### src/rtl/mux_arb_pkg.sv
// Shared types and constants for the round-robin mux arbiter.
package mux_arb_pkg;
  localparam int N_REQ = 8;
  localparam int SEL_W = 3;
  localparam logic [SEL_W-1:0] PTR_RESET = 3'd7;

  typedef enum logic [1:0] {
    IDLE = 2'd0,
    BUSY = 2'd1,
    GAP  = 2'd2
  } arb_state_e;
endpackage

### src/rtl/rr_pick.sv
// Combinational round-robin pick: rotate so (ptr+1) lands at bit 0,
// fixed-priority encode, then rotate the index back.
module rr_pick
  import mux_arb_pkg::*;
(
  input  logic [N_REQ-1:0] req,
  input  logic [SEL_W-1:0] ptr,
  output logic [SEL_W-1:0] win,
  output logic             any
);
  logic [SEL_W-1:0] start;
  logic [N_REQ-1:0] rot;
  logic [SEL_W-1:0] off;

  assign start = ptr + 3'd1;

  generate
    for (genvar gi = 0; gi < N_REQ; gi++) begin : g_rot
      localparam logic [SEL_W-1:0] OFS = SEL_W'(gi);
      logic [SEL_W-1:0] idx;
      assign idx     = OFS + start;
      assign rot[gi] = req[idx];
    end
  endgenerate

  // Scan high to low so the lowest rotated index (closest to ptr+1) wins.
  always_comb begin
    off = '0;
    for (int i = N_REQ - 1; i >= 0; i--) begin
      if (rot[i]) off = SEL_W'(i);
    end
  end

  assign win = off + start;
  assign any = |req;
endmodule

### src/rtl/mux_rr_arbiter.sv
// Round-robin owner of a shared 8:1 mux: registered one-hot grant and select,
// hold timeout, and one dead cycle between consecutive owners.
module mux_rr_arbiter
  import mux_arb_pkg::*;
#(
  parameter int MAX_HOLD = 16,
  parameter int CNT_W    = 8
) (
  input  logic             clk,
  input  logic             rst_n,
  input  logic [N_REQ-1:0] req,
  input  logic             done,
  output logic [N_REQ-1:0] grant,
  output logic [SEL_W-1:0] sel,
  output logic             sel_valid,
  output logic             timeout
);
  arb_state_e       state_q, state_d;
  logic [N_REQ-1:0] grant_q, grant_d;
  logic [SEL_W-1:0] sel_q, sel_d;
  logic             sel_valid_q, sel_valid_d;
  logic             timeout_q, timeout_d;
  logic [SEL_W-1:0] ptr_q, ptr_d;
  logic [CNT_W-1:0] hold_cnt_q, hold_cnt_d;

  logic [SEL_W-1:0] win;
  logic             any;
  logic             expire;
  logic             withdrew;

  rr_pick u_pick (
    .req (req),
    .ptr (ptr_q),
    .win (win),
    .any (any)
  );

  assign expire   = (hold_cnt_q == CNT_W'(MAX_HOLD - 1));
  assign withdrew = ~req[sel_q];

  always_comb begin
    state_d     = state_q;
    grant_d     = grant_q;
    sel_d       = sel_q;
    sel_valid_d = sel_valid_q;
    timeout_d   = 1'b0;
    ptr_d       = ptr_q;
    hold_cnt_d  = hold_cnt_q;
    case (state_q)
      IDLE, GAP: begin
        if (any) begin
          state_d      = BUSY;
          grant_d      = '0;
          grant_d[win] = 1'b1;
          sel_d        = win;
          sel_valid_d  = 1'b1;
          ptr_d        = win;
          hold_cnt_d   = '0;
        end else begin
          state_d     = IDLE;
          grant_d     = '0;
          sel_valid_d = 1'b0;
        end
      end
      BUSY: begin
        hold_cnt_d = hold_cnt_q + 1'b1;
        if (done || withdrew || expire) begin
          state_d     = GAP;
          grant_d     = '0;
          sel_valid_d = 1'b0;
          // Timeout is flagged only when expiry is the sole reason to release.
          timeout_d   = expire && !done && !withdrew;
        end
      end
      default: begin
        state_d     = IDLE;
        grant_d     = '0;
        sel_valid_d = 1'b0;
      end
    endcase
  end

  always_ff @(posedge clk or negedge rst_n) begin
    if (!rst_n) begin
      state_q     <= IDLE;
      grant_q     <= '0;
      sel_q       <= '0;
      sel_valid_q <= 1'b0;
      timeout_q   <= 1'b0;
      ptr_q       <= PTR_RESET;
      hold_cnt_q  <= '0;
    end else begin
      state_q     <= state_d;
      grant_q     <= grant_d;
      sel_q       <= sel_d;
      sel_valid_q <= sel_valid_d;
      timeout_q   <= timeout_d;
      ptr_q       <= ptr_d;
      hold_cnt_q  <= hold_cnt_d;
    end
  end

  assign grant     = grant_q;
  assign sel       = sel_q;
  assign sel_valid = sel_valid_q;
  assign timeout   = timeout_q;
endmodule

### config.mk
export PLATFORM = sky130hd
export DESIGN_NAME = mux_rr_arbiter
export DESIGN_NICKNAME = d
export VERILOG_FILES = /design/src/rtl/mux_arb_pkg.sv /design/src/rtl/rr_pick.sv /design/src/rtl/mux_rr_arbiter.sv
export SDC_FILE = /design/constraint.sdc
export NUM_CORES = 1
export LEC_CHECK = 0
export ABC_AREA = 1
export BUFFER_PORTS_ARGS = -buffer_cell sky130_fd_sc_hd__buf_2
export CAP_MARGIN = 20
export CORE_UTILIZATION = 60
export CTS_BUF_LIST = sky130_fd_sc_hd__clkbuf_16
export CTS_CLUSTER_DIAMETER = 120
export DETAILED_ROUTE_END_ITERATION = 8
export PLACE_DENSITY = 0.84
export SKIP_LAST_GASP = 1
export SYNTH_ARGS = -nofsm -noshare
export SYNTH_HDL_FRONTEND = slang
export SYNTH_SLANG_ARGS = --single-unit
### constraint.sdc
create_clock -name clk -period 7.19 [get_ports clk]
set_clock_uncertainty 0.2 [all_clocks]
set_input_delay 1.438 -clock clk [delete_from_list [all_inputs] [get_ports clk]]
set_output_delay 1.438 -clock clk [all_outputs]
set_load 0.02 [all_outputs]
==> impl_metrics.yaml <==
global_route:
  grt_max_degree: 27
  grt_pass1_vias: 1644
  grt-ovfl-total: 0
  antenna_found_initial: 0
  grt_first_pass_wirelength_um: 6870
  grt_use_total_pct: 26.9
cells_and_area:
  fin_nets: 328
  n_antenna_cell: 0
  seq_area_um2: 654
  syn2layout_area_growth_pct: 11.1
  utilization_pct: 72.2
  fillers: 251
  design_area_mm2: 0.00206
  multiInputGateArea_mm2: 0.00105
  layout-drive-gt1-share_pct: 13.2
yosys:
  ys_ff_latch: 26
  postSynthCellCount: 288
  syn_nets: 304
  yosys_warnings: 0
  synthAdderAreaFrac_pct: 3.78
  synth_top_family_by_area: "simple AND/OR/NAND/NOR gates"
  yosysSeqAreaShare_pct: 35.3
  synth_compound_area_share_pct: 7.22
  synthDistinctLibCells: 28
  synth_simple_gate_area_share_pct: 44.4
  synth_xor_area_share_pct: 0.472
  synth_mux_area_share_pct: 0.539
  postSynthAreaPerCell_um2: 6.44
  syn-cell-area_mm2: 0.00186
timing:
  worst_pin_slew_ps: 559
  rsz0062_at_grt: "false"
  period_needed_ps: 4070
  hold_viol_final: 0
  final.setup.tns_ps: 0
  drv_slew: 0
  final-setup-viol-count: 0
  relSlewSlack_pct: 62.7
  timing.final.crit_share_pct: 56.6
  fmax_mhz: 246
  holdWs_ps: 272
critical_path:
  reg2reg_depth: 23
  critPathCapture: "sel[2]$_DFFE_PN0P_"
  r2r_slack_ps: 3120
  worstSetupPathType: "register to register"
  r2r_end: "sel[2]$_DFFE_PN0P_"
  cp.required_ps: 7130
  r2r_start: "ptr_q[0]$_DFFE_PN1P_"
  cp-end-kind: "register"
  arrival_ps: 4010
  cp_max_fo: 17
  startpoint_type: "register"
  setup.worst_path.start: "ptr_q[0]$_DFFE_PN1P_"
floorplan:
  io_pins: 24
  rows: 19
  coreArea_mm2: 0.00285
  die_area_mm2: 0.00332
  die_y_um: 57.6
  die_x_um: 57.6
  initial_core_util_pct: 65.0
clock_network:
  cts-buffers-inserted: 3
  clk_latency_ps: 260
  post_cts_buffers: 0
  cts_hold_buffers: 0
  root_buffer: "clkbuf_16"
  cts_resized: 0
  clk_pin_slew_ps: 60
  cts_max_level: 1
  cts_max_path_buffers: 2
  cts_tree: "done"
  clock-sinks: 26
status:
  outcome: "finished with violations"
  violations: "DRC"
route:
  dr_total_vias: 1800
  ant_nets: 0
  dr.pass1.iters: 6
  drc: 1
  drt_iter0_drc: 124
  drt_wl_total_um: 4030
  via_per_inst: 5.26
  wl_per_cell_um: 11.8
worst_hold_path:
  hp-class: "register to register"
flow_run:
  drv_cap: 0
placed_design:
  place_area_mm2: 0.00198
  post-dp-hpwl_um: 3110
  place_congestion: 0.832
  io_buffers: 23
cell type report:
| cell class | count | area share (%) |
|---|---|---|
| inverter | 34 | 6.19 |
| sequential | 26 | 31.8 |
| tap | 31 | 1.88 |
| clock buffer | 3 | 3.64 |
| timing repair buffer | 23 | 5.59 |
| multi-input combinational | 224 | 50.8 |
| clock inverter | 1 | 0.182 |
per-layer routing:
metal | track usage [%] | wire length, µm | up-vias
met1 | 34.1 | 1840 | 814
met5 | 0 | 0 | -
met2 | 49.5 | 2080 | 25
met3 | 2.01 | 77 | 4
met4 | 7.32 | 36 | 0
li1 | - | - | 957
worst min-delay path by stage:
stage	startpoint	cells past startpoint	slack (ps)	endpoint
after CTS	hold_cnt_q[7]$_DFFE_PN0P_	1	280	hold_cnt_q[7]$_DFFE_PN0P_
after global routing	hold_cnt_q[7]$_DFFE_PN0P_	1	290	hold_cnt_q[7]$_DFFE_PN0P_
final	hold_cnt_q[7]$_DFFE_PN0P_	1	270	hold_cnt_q[7]$_DFFE_PN0P_
after global placement	sel_valid$_DFFE_PN0P_	2	260	sel_valid$_DFFE_PN0P_
after floorplan	hold_cnt_q[7]$_DFFE_PN0P_	1	250	hold_cnt_q[7]$_DFFE_PN0P_
after detailed placement	grant[5]$_DFFE_PN0P_	2	260	grant[5]$_DFFE_PN0P_
registers in the layout, summed over array words and instances (netlist names):
| name | cells |
|---|---|
| grant | 8 |
| ptr_q | 3 |
| hold_cnt_q | 8 |
| sel | 3 |
| state_q | 2 |
| sel_valid | 1 |
| timeout | 1 |
through the flow:
step | worst slack [ps] | std cells
2_1_floorplan | 3540 | 288
3_3_place_gp | 3230 | 338
3_5_place_dp | 3150 | 338
4_1_cts | 3120 | 342
5_1_grt | 2760 | 342
6_report | 3120 | 342
cell families (layout without fill, tap and decap cells):
group,after synthesis,after routing
and+or+nand+nor,191,191
buffers and inverters,38,61
AOI/OAI and AO/OA,26,26
DFF,26,26
adders and majority gates,5,5
xor gates and xnor gates,1,1
muxes,1,1
layout by cell type (no fill, tap or decap), types with 2 or more instances in the layout:
| cell | synthesis | routed |
|---|---|---|
| o21ai_0 | 14 | 14 |
| dfrtp_1 | 23 | 23 |
| nand3_1 | 26 | 26 |
| buf_2 | 1 | 23 |
| nand2_2 | 4 | 4 |
| nor4_1 | 2 | 2 |
| dfstp_2 | 3 | 3 |
| inv_2 | 2 | 2 |
| nand4_1 | 7 | 7 |
| nand2_1 | 133 | 133 |
| a21oi_1 | 7 | 7 |
| inv_1 | 31 | 32 |
| nor2_2 | 2 | 2 |
| nor2_1 | 13 | 13 |
| o21ai_1 | 3 | 3 |
| clkbuf_16 | 0 | 3 |
| ha_1 | 4 | 4 |
| nand2_4 | 2 | 2 |
worst max-delay path: stages (launching register included):
cell and delay (ps):
dfstp_2 680, inv_2 190, ha_1 470, inv_2 140, nand2_1 80, nand2_1 120
nand2_1 130, nand2_1 50, nand2_1 50, nand2_1 90, nand3_1 80, nand2_1 50
nand2_1 50, nand2_1 40, nand2_1 50, a21boi_0 90, ha_1 200, fa_1 370
xor2_1 300, inv_1 120, nand3_4 140, nand2_4 70, nand2_1 90, o21ai_1 90
cell usage after synthesis, drive strengths merged:
cell,n,area share (%)
clkinv,1,0.20
clkbuf,1,0.20
dfstp,3,4.2
a21boi,1,0.40
nor4,2,0.67
xor2,1,0.47
a21oi,7,1.9
ha,4,2.7
mux2i,1,0.54
a31oi,1,0.34
fa,1,1.1
dfrtp,23,31
inv,33,6.7
o21ai,17,4.6
nand4,7,2.4
nand2,139,29
nor2,16,3.9
nand3,27,8.0
buf,3,1.3
Power is left out: the tool's default activity adds up to more than one toggle a clock period on the data nets, which glitch-free logic cannot reach.
